File: src/rtl/db15_serial_joy_reader.sv
// db15_serial_joy_reader
//   Drives the 74HC165 chain of an external DB15 joystick splitter. It
//   deserialises 32 active-low button bits per frame into two active-high
//   16-bit joystick words. An optional two-frame agreement filter holds back
//   a frame until the same raw pattern has been seen twice in a row.
//
// Ports
//   clk          in   system clock
//   reset_n      in   synchronous active-low reset
//   en           in   reader enable; low forces idle lines and cleared words
//   joy_data     in   serial data from the splitter, active low (already synchronised)
//   joy_clk      out  shift clock to the splitter
//   joy_load     out  parallel-load strobe to the splitter, active low
//   joystick1    out  player 1 buttons, bit i = serial bit i
//   joystick2    out  player 2 buttons, bit i = serial bit 16+i
//   frame_strobe out  one-cycle pulse when the joystick words are updated
module db15_serial_joy_reader #(
  parameter int CLK_DIV   = 24,
  parameter int GAP_TICKS = 35,
  parameter bit FILTER    = 1'b1
) (
  input  logic        clk,
  input  logic        reset_n,
  input  logic        en,
  input  logic        joy_data,
  output logic        joy_clk,
  output logic        joy_load,
  output logic [15:0] joystick1,
  output logic [15:0] joystick2,
  output logic        frame_strobe
);

  localparam int TICK_W = (CLK_DIV > 1) ? $clog2(CLK_DIV) : 1;
  localparam int GAP_W  = (GAP_TICKS > 1) ? $clog2(GAP_TICKS) : 1;
  localparam logic [TICK_W-1:0] TICK_LAST = TICK_W'(CLK_DIV - 1);
  localparam logic [GAP_W-1:0]  GAP_LAST  = GAP_W'(GAP_TICKS - 1);

  typedef enum logic [2:0] {
    S_LOAD,
    S_LO,
    S_HI,
    S_COMMIT,
    S_GAP
  } state_t;

  state_t            state_reg, state_next;
  logic              active_reg, active_next;
  logic [TICK_W-1:0] tick_cnt_reg, tick_cnt_next;
  logic [4:0]        bit_cnt_reg, bit_cnt_next;
  logic [GAP_W-1:0]  gap_cnt_reg, gap_cnt_next;
  logic [31:0]       raw_reg, raw_next;
  logic [31:0]       prev_reg, prev_next;
  logic              joy_clk_next, joy_load_next, strobe_next;
  logic [15:0]       joy1_next, joy2_next;
  logic              tick;

  assign tick = (tick_cnt_reg == TICK_LAST);

  // State register: every piece of state, including the registered outputs.
  always_ff @(posedge clk) begin
    if (!reset_n) begin
      state_reg    <= S_LOAD;
      active_reg   <= 1'b0;
      tick_cnt_reg <= '0;
      bit_cnt_reg  <= '0;
      gap_cnt_reg  <= '0;
      raw_reg      <= '0;
      prev_reg     <= '0;
      joy_clk      <= 1'b0;
      joy_load     <= 1'b1;
      joystick1    <= '0;
      joystick2    <= '0;
      frame_strobe <= 1'b0;
    end else begin
      state_reg    <= state_next;
      active_reg   <= active_next;
      tick_cnt_reg <= tick_cnt_next;
      bit_cnt_reg  <= bit_cnt_next;
      gap_cnt_reg  <= gap_cnt_next;
      raw_reg      <= raw_next;
      prev_reg     <= prev_next;
      joy_clk      <= joy_clk_next;
      joy_load     <= joy_load_next;
      joystick1    <= joy1_next;
      joystick2    <= joy2_next;
      frame_strobe <= strobe_next;
    end
  end

  // Next-state logic. active_reg is low for the idle cycle that follows reset
  // or an en=0 period; on the first enabled cycle the LOAD period starts with
  // a fresh tick count so joy_load stays low for a full CLK_DIV cycles.
  always_comb begin
    state_next    = state_reg;
    active_next   = 1'b1;
    tick_cnt_next = tick ? '0 : tick_cnt_reg + 1'b1;
    bit_cnt_next  = bit_cnt_reg;
    gap_cnt_next  = gap_cnt_reg;
    if (!en) begin
      state_next    = S_LOAD;
      active_next   = 1'b0;
      tick_cnt_next = '0;
      bit_cnt_next  = '0;
      gap_cnt_next  = '0;
    end else if (!active_reg) begin
      tick_cnt_next = '0;
    end else begin
      case (state_reg)
        S_LOAD: if (tick) state_next = S_LO;
        S_LO:   if (tick) state_next = S_HI;
        S_HI: begin
          if (tick) begin
            if (bit_cnt_reg == 5'd31) begin
              state_next = S_COMMIT;
            end else begin
              bit_cnt_next = bit_cnt_reg + 5'd1;
              state_next   = S_LO;
            end
          end
        end
        S_COMMIT: begin
          bit_cnt_next = '0;
          state_next   = S_GAP;
        end
        S_GAP: begin
          if (tick) begin
            if (gap_cnt_reg == GAP_LAST) begin
              gap_cnt_next = '0;
              state_next   = S_LOAD;
            end else begin
              gap_cnt_next = gap_cnt_reg + 1'b1;
            end
          end
        end
        default: state_next = S_LOAD;
      endcase
      if (state_next != state_reg) tick_cnt_next = '0;
    end
  end

  // Output logic. Line levels are decoded from state_next so the registered
  // joy_clk/joy_load line up exactly with the state they belong to.
  always_comb begin
    joy_clk_next  = 1'b0;
    joy_load_next = 1'b1;
    strobe_next   = 1'b0;
    joy1_next     = joystick1;
    joy2_next     = joystick2;
    raw_next      = raw_reg;
    prev_next     = prev_reg;
    if (!en) begin
      joy1_next = '0;
      joy2_next = '0;
      prev_next = '0;
    end else begin
      joy_clk_next  = (state_next == S_HI);
      joy_load_next = (state_next != S_LOAD);
      // Sample on the last LO cycle, just before joy_clk rises and shifts the chain.
      if (active_reg && state_reg == S_LO && tick) begin
        raw_next[bit_cnt_reg] = ~joy_data;
      end
      if (active_reg && state_reg == S_COMMIT) begin
        prev_next = raw_reg;
        if ((FILTER == 1'b0) || (raw_reg == prev_reg)) begin
          joy1_next   = raw_reg[15:0];
          joy2_next   = raw_reg[31:16];
          strobe_next = 1'b1;
        end
      end
    end
  end

endmodule

File: config.mk
export PLATFORM = sky130hd
export DESIGN_NAME = db15_serial_joy_reader
export DESIGN_NICKNAME = d
export VERILOG_FILES = /design/src/rtl/db15_serial_joy_reader.sv
export SDC_FILE = /design/constraint.sdc
export NUM_CORES = 1
export LEC_CHECK = 0
export ABC_AREA = 1
export ABC_CLOCK_PERIOD_IN_PS = 4300
export CORE_ASPECT_RATIO = 0.5
export CORE_MARGIN = 1.5
export CORE_UTILIZATION = 60
export DETAILED_ROUTE_END_ITERATION = 16
export GPL_TIMING_DRIVEN = 0
export PLACE_DENSITY = 0.81
export SLEW_MARGIN = 10
export SYNTH_ARGS = -nofsm -noshare
export SYNTH_HDL_FRONTEND = slang
export SYNTH_SLANG_ARGS = --single-unit
File: constraint.sdc
create_clock -name clk -period 4.3 [get_ports clk]
set_input_delay 1.29 -clock clk [delete_from_list [all_inputs] [get_ports clk]]
set_output_delay 1.29 -clock clk [all_outputs]
set_load 0.02 [all_outputs]
==> results of run 1 <==
==> how the worst min path moves through the flow <==
stage	startpoint	endpoint	depth (start not counted)
2_1_floorplan	tick_cnt_reg[0]	tick_cnt_reg[0]	1
3_3_place_gp	tick_cnt_reg[0]	tick_cnt_reg[0]	1
3_5_place_dp	tick_cnt_reg[0]	tick_cnt_reg[0]	1
4_1_cts	tick_cnt_reg[0]	tick_cnt_reg[0]	1
5_1_grt	tick_cnt_reg[0]	tick_cnt_reg[0]	1
6_report	tick_cnt_reg[0]	tick_cnt_reg[0]	1
==> stage by stage <==
step,instance area (sq um),hold WS (ps),utilization (%)
global route,6600,473,75.2
floorplan,5470,418,-
finish,6600,457,75.2
CTS,6600,463,75.2
detailed placement,6000,456,68.4
global placement,6000,432,68.4
==> final cells by class <==
cell class                 instances  area share, %
clock buffer                      23           7.70
buffer                            29           2.22
sequential                       119           36.1
tap                              117           2.22
clock inverter                     7           1.40
timing repair buffer              38           5.77
multi-input combinational        560           39.7
inverter                          86           4.89
==> Yosys cell counts, types with 2 or more instances <==
cell                         n  area (sq um)
sky130_fd_sc_hd__nor2_4      5          56.3
sky130_fd_sc_hd__inv_2       2          7.51
sky130_fd_sc_hd__xor2_1      5          43.8
sky130_fd_sc_hd__nor3b_1     4          30.0
sky130_fd_sc_hd__nor2_2      3          18.8
sky130_fd_sc_hd__buf_4       3          22.5
sky130_fd_sc_hd__nand4_1     3          18.8
sky130_fd_sc_hd__a22oi_1     2          15.0
sky130_fd_sc_hd__clkbuf_1   16          60.1
sky130_fd_sc_hd__nand2_1   180           676
sky130_fd_sc_hd__nor2_1    118           443
sky130_fd_sc_hd__inv_1      84           315
sky130_fd_sc_hd__nand3_1    46           230
sky130_fd_sc_hd__xnor2_1     6          52.6
sky130_fd_sc_hd__a21oi_1    66           330
sky130_fd_sc_hd__o21ai_1    15          75.1
sky130_fd_sc_hd__nor3_1     19          95.1
sky130_fd_sc_hd__buf_2       3          15.0
sky130_fd_sc_hd__o21ai_0    72           360
sky130_fd_sc_hd__ha_1        8           100
sky130_fd_sc_hd__buf_6       3          33.8
sky130_fd_sc_hd__buf_1       4          15.0
sky130_fd_sc_hd__dfxtp_1   119          2380
==> kinds of logic (layout without fill, tap and decap cells) <==
kind of cell / after synthesis / after routing / synth area share, %
buffers and inverters: 115 / 183 / 8.58
flip-flops: 119 / 119 / 43.6
XOR/XNOR: 11 / 11 / 1.76
AND/OR/NAND/NOR: 382 / 382 / 29.5
AO/OA/AOI/OAI: 159 / 159 / 14.8
adder cells (fa/ha/maj): 8 / 8 / 1.83
==> placed cells by master (no fill, tap or decap), types with 2 or more instances in the layout <==
master / instances
sky130_fd_sc_hd__inv_2: 2
sky130_fd_sc_hd__dfxtp_1: 119
sky130_fd_sc_hd__buf_2: 3
sky130_fd_sc_hd__inv_1: 84
sky130_fd_sc_hd__ha_1: 8
sky130_fd_sc_hd__nor3_1: 19
sky130_fd_sc_hd__nor2_2: 3
sky130_fd_sc_hd__clkbuf_1: 16
sky130_fd_sc_hd__clkbuf_8: 6
sky130_fd_sc_hd__o21ai_0: 72
sky130_fd_sc_hd__nor2_1: 118
sky130_fd_sc_hd__bufinv_16: 2
sky130_fd_sc_hd__nand4_1: 3
sky130_fd_sc_hd__nand2_1: 180
sky130_fd_sc_hd__a22oi_1: 2
sky130_fd_sc_hd__nand3_1: 46
sky130_fd_sc_hd__nor3b_1: 4
sky130_fd_sc_hd__xnor2_1: 6
sky130_fd_sc_hd__clkdlybuf4s50_1: 38
sky130_fd_sc_hd__clkbuf_16: 17
sky130_fd_sc_hd__xor2_1: 5
sky130_fd_sc_hd__o21ai_1: 15
sky130_fd_sc_hd__nor2_4: 5
sky130_fd_sc_hd__a21oi_1: 66
sky130_fd_sc_hd__buf_4: 3
sky130_fd_sc_hd__buf_1: 4
sky130_fd_sc_hd__clkinv_2: 2
sky130_fd_sc_hd__buf_6: 3
sky130_fd_sc_hd__clkinvlp_4: 3
==> routing by layer <==
layer	vias up	share of wire, %	global-route usage, %
li1	2666	-	-
met1	2428	47	44.3
met2	248	42	48.7
met3	41	9.4	10.2
met4	0	2.0	12.7
met5	-	0	0
==> worst reg2reg max path, cell delays in order, from the launching register on <==
cell	delay, ps
sky130_fd_sc_hd__dfxtp_1	350
sky130_fd_sc_hd__ha_1	180
sky130_fd_sc_hd__nand2_1	50
sky130_fd_sc_hd__inv_1	80
sky130_fd_sc_hd__nand2_1	130
sky130_fd_sc_hd__inv_1	210
sky130_fd_sc_hd__nand4_4	200
sky130_fd_sc_hd__nor2_4	340
sky130_fd_sc_hd__nand2_1	130
sky130_fd_sc_hd__o21ai_0	230
sky130_fd_sc_hd__a21oi_1	60
==> power groups by stage <==
stage	Clock [uW]	Combinational, uW	Sequential (uW)
finish	1440	61.4	1110
detailed placement	0	58.5	1130
global placement	0	57.3	1130
global route	1500	67.7	1110
floorplan	0	36.8	1130
CTS	1440	59.5	1110
==> metrics.csv, run 1 <==
metric,value,unit
endpoint of the lowest-slack register-to-register path,raw_reg[28],
clock tree from TritonCTS,done,
Post-Syn Area,5470,sq um
global-route wire length before repair,24.5,mm
result of the run,completed,
level count of the clock H-tree,4,
placer congestion estimate,0.967,
initial antenna violation count,0,
CP arrival,3590,ps
Reg area,2380,sq um
fraction of power consumed by combinational cells,2.4,%
worst-path cell with the longest stage delay,sky130_fd_sc_hd__clkdlybuf4s50_1,
maximum buffer depth of the clock tree,2,
detailed placer's ending HPWL,10.5,mm
IR Drop Worst-Case VDD,0.000313,V
vias,5383,
gate count of the mapped netlist,794,
crit path launch type,input pin,
setup ws final,1060,ps
final net count,863,
total area of multi-input combinational cells,2620,sq um
distinct cell type count after synthesis,31,
GRT overflow,0,
asr flop ratio synth,0,%
Yosys warning total,0,
placement-stage worst setup slack,759,ps
Total Neg Setup Slack,0,ps
Critical Path Sink Type,flop,
Switching Power,551,uW
die extent in y,70.5,um
unrepaired setup endpoints after global routing,false,
number of buffers added for setup after CTS,0,
max-capacitance violation count,0,
number of cells on the worst reg-to-reg path,10,
clock latency on the worst-skew pair,420,ps
vias in the first global route,4918,
Clock Tree Root,sky130_fd_sc_hd__clkbuf_16,
required time of the worst setup path,4660,ps
achievable clock frequency,309,MHz
relative slew slack,42.4,%
final count of negative-setup-slack endpoints,0,
initial cell density of the core,62.4,%
"Power, Total",2610,uW
TritonCTS Sinks,119,
total count of max-transition violations in the final report,0,
most frequent cell on the critical path,sky130_fd_sc_hd__nand2_1,
iteration count of the initial detailed-routing pass,8,
Post-Layout Cell Count,979,
average instance area after synthesis,6.89,sq um
clock power share,55.2,%
standard-cell row count,24,
worst setup path end,joystick2[4],
Power per Cell Area,396,nW/um^2
DRC marker count from the first detailed-route iteration,652,
overall fraction of global-route tracks in use,32.6,%
post-synthesis net count,806,
Vias/cell,5.50,
number of buffer and inverter stages on the critical path,4,
largest fanout of any net on the critical path,10,
dominant synthesized flop cell,sky130_fd_sc_hd__dfxtp_1,
crit share post-route,75.2,%
Area growth syn-to-layout,20.6,%
final critical path time including I/O delays and setup,3240,ps
post-placement cell count,949,
fill cell total of the finished layout,722,
path class of the lowest-slack min-delay path,flop to flop,
clock buffer count from CTS,17,
Post-Route Skew,8.88,ps
largest stage delay on the critical path,720,ps
Worst R2R Setup Slack,2220,ps
proportion of power drawn by flip-flops and latches,42.5,%
total inserted antenna cells,0,
launch point of the worst path,reset_n,
maximum number of pins on one net before global-route repair,17,
number of I/O pins,39,
internal power summed over all cells,2060,uW
core area,8770,sq um
horizontal die dimension,138,um
"antenna viol nets, final",0,
Post-route DRC,0,
start-to-end type of the worst setup path,input pin to flop,
kind of cell adding the most delay to the critical path,buffers and inverters,
instance count on the critical path,7,
routed wire length,15.1,mm
ratio of cells with drive above 1 in the final layout,5.92,%
clock transition at the registers of the reported paths,50,ps
final routed wire length divided by cell count,15.5,um
Total Die Area,9730,sq um
CTS hold repair buffers,0,
"critical path, cell by cell",clkdlybuf4s50_1 > nand2_1 > inv_1 > buf_2 > buf_1 > nand2_1 > nor2_1,
number of gates given a new drive strength after cts,0,
net switching fraction of the power,21.1,%
RR Startpoint,tick_cnt_reg[0],
Final Hold Violating Endpoints,0,
#FFs+latches synth,119,
number of flops mapped to enable cells by yosys,0,
port bufs,38,
actual transition at the worst max-transition pin,857,ps
sequential fraction of the synthesis area,43.6,%
standby leakage power,0.00259,uW
Note: power is estimated with default switching activity, not from simulation.
==> inputs of run 2 (changes only) <==
Settings changed: ABC_CLOCK_PERIOD_IN_PS 4300 to 3200, CORE_UTILIZATION 60 to 59, PLACE_DENSITY 0.81 to 0.8.
Clock period 4.3 ns to 3.2 ns, I/O delays scaled along.
==> run 2 against run 1 <==
Largest power group unchanged. Largest cell class unchanged. The run now ends with design-rule violations left. Worst setup slack got worse by 760 ps. Final area grew 0.23%. Core utilization shrank 0.60 points.
==> metrics.csv, run 2 (synthesized netlist as in run 1, its figures left out) <==
metric,value,unit
CTS hold repair buffers,0,
Final Hold Violating Endpoints,0,
Post-route DRC,4,
die extent in y,71.1,um
clock buffer count from CTS,17,
vias,5478,
Clock Tree Root,sky130_fd_sc_hd__clkbuf_16,
"antenna viol nets, final",0,
global-route wire length before repair,24.6,mm
max-capacitance violation count,0,
clock latency on the worst-skew pair,420,ps
Total Die Area,9890,sq um
final critical path time including I/O delays and setup,2900,ps
port bufs,38,
level count of the clock H-tree,4,
Post-Route Skew,7.38,ps
unrepaired setup endpoints after global routing,false,
final net count,863,
total count of max-transition violations in the final report,0,
number of gates given a new drive strength after cts,0,
Post-Layout Cell Count,981,
maximum buffer depth of the clock tree,2,
relative slew slack,49.1,%
clock power share,55.9,%
"Power, Total",3570,uW
net switching fraction of the power,20.2,%
standby leakage power,0.00260,uW
DRC marker count from the first detailed-route iteration,598,
Vias/cell,5.58,
initial cell density of the core,61.7,%
failing checks,design-rule violations,
internal power summed over all cells,2850,uW
core area,8860,sq um
IR Drop Worst-Case VDD,0.000376,V
Power per Cell Area,540,nW/um^2
worst setup path end,joystick2[4],
"commonest non-fill, non-tap cell in the layout",sky130_fd_sc_hd__nand2_1,
post-placement cell count,949,
number of cells on the worst reg-to-reg path,10,
clock transition at the registers of the reported paths,50,ps
clock tree from TritonCTS,done,
overall fraction of global-route tracks in use,32.2,%
vias in the first global route,5055,
Area growth syn-to-layout,20.9,%
crit share post-route,90.6,%
Critical Path Sink Type,flop,
Total Neg Setup Slack,0,ps
iteration count of the initial detailed-routing pass,12,
fill cell total of the finished layout,731,
Worst R2R Setup Slack,1000,ps
standard-cell row count,24,
final count of negative-setup-slack endpoints,0,
CP arrival,3250,ps
RR Startpoint,tick_cnt_reg[0],
fraction of power consumed by combinational cells,2.3,%
crit path launch type,input pin,
number of buffers added for setup after CTS,0,
TritonCTS Sinks,119,
detailed placer's ending HPWL,10.6,mm
actual transition at the worst max-transition pin,757,ps
placer congestion estimate,0.976,
horizontal die dimension,139,um
ratio of cells with drive above 1 in the final layout,5.67,%
GRT overflow,0,
largest fanout of any net on the critical path,10,
WHS,451,ps
path class of the lowest-slack min-delay path,flop to flop,
launch point of the worst path,reset_n,
initial antenna violation count,0,
"commonest cells after routing, fill and taps aside","sky130_fd_sc_hd__nand2_1 (180), sky130_fd_sc_hd__dfxtp_1 (119), sky130_fd_sc_hd__nor2_1 (118), sky130_fd_sc_hd__inv_1 (84), sky130_fd_sc_hd__o21ai_0 (72)",
total inserted antenna cells,0,
required time of the worst setup path,3550,ps
result of the run,"complete, but fails checks",
routed wire length,15.4,mm
number of I/O pins,39,
achievable clock frequency,345,MHz
proportion of power drawn by flip-flops and latches,41.7,%
endpoint of the lowest-slack register-to-register path,raw_reg[13],
start-to-end type of the worst setup path,input pin to flop,
final routed wire length divided by cell count,15.7,um
maximum number of pins on one net before global-route repair,17,
Switching Power,722,uW
==> run 2: final cells by class <==
| cell class | count | area [sq um] | area share [%] |
|---|---|---|---|
| Inverter | 86 | 323 | 4.88 |
| Clock inverter | 9 | 148 | 2.23 |
| Timing Repair Buffer | 38 | 380 | 5.75 |
| Sequential cell | 119 | 2380 | 36.0 |
| Tap cell | 117 | 146 | 2.21 |
| Multi-Input combinational cell | 560 | 2620 | 39.6 |
| Clock buffer | 23 | 468 | 7.08 |
| Buffer | 29 | 146 | 2.21 |
==> run 2: layer usage <==
| metal | part of all wire (%) | global-route usage [%] | vias to the layer above |
|---|---|---|---|
| met2 | 43 | 52.3 | 296 |
| met1 | 44 | 40.8 | 2476 |
| li1 | - | - | 2664 |
| met5 | 0 | 0 | - |
| met3 | 10 | 9.21 | 42 |
| met4 | 2.7 | 13.8 | 0 |
==> run 2: worst max-delay path: stages <==
cell and delay (ps):
sky130_fd_sc_hd__clkdlybuf4s50_1 680, sky130_fd_sc_hd__nand2_1 320, sky130_fd_sc_hd__inv_1 290, sky130_fd_sc_hd__buf_2 320
sky130_fd_sc_hd__buf_1 450, sky130_fd_sc_hd__nand2_1 120, sky130_fd_sc_hd__nor2_1 100
==> run 2: power by group through the flow <==
stage          Sequential, uW  Clock (uW)  Combinational (uW)
6_report                 1490        2000                82.8
5_1_grt                  1490        2070                89.6
4_1_cts                  1490        2000                80.4
3_5_place_dp             1520           0                79.4
3_3_place_gp             1520           0                77.9
2_1_floorplan            1520           0                49.4
==> run 2: worst min-delay path by stage <==
| stage | slack [ps] | start | depth (start not counted) | endpoint |
|---|---|---|---|---|
| after floorplan | 420 | tick_cnt_reg[0] | 1 | tick_cnt_reg[0] |
| after global placement | 430 | tick_cnt_reg[0] | 1 | tick_cnt_reg[0] |
| after detailed placement | 440 | tick_cnt_reg[0] | 1 | tick_cnt_reg[0] |
| final | 450 | tick_cnt_reg[0] | 1 | tick_cnt_reg[0] |
| after CTS | 460 | tick_cnt_reg[0] | 1 | tick_cnt_reg[0] |
| after global routing | 480 | tick_cnt_reg[0] | 1 | tick_cnt_reg[0] |
==> run 2: per-stage QoR <==
stage	worst slack [ps]	utilization [%]	cell area (sq um)
after floorplan	1340	-	5470
after global placement	-6.47	67.7	6000
final	299	74.6	6610
after global routing	198	74.6	6610
after CTS	383	74.6	6610
after detailed placement	-31.7	67.7	6000
==> inputs of run 3 (changes only) <==
Settings changed: SLEW_MARGIN 10 to 20.
==> results of run 3 <==
Final layout, timing and power as in run 2 (identical DEF).
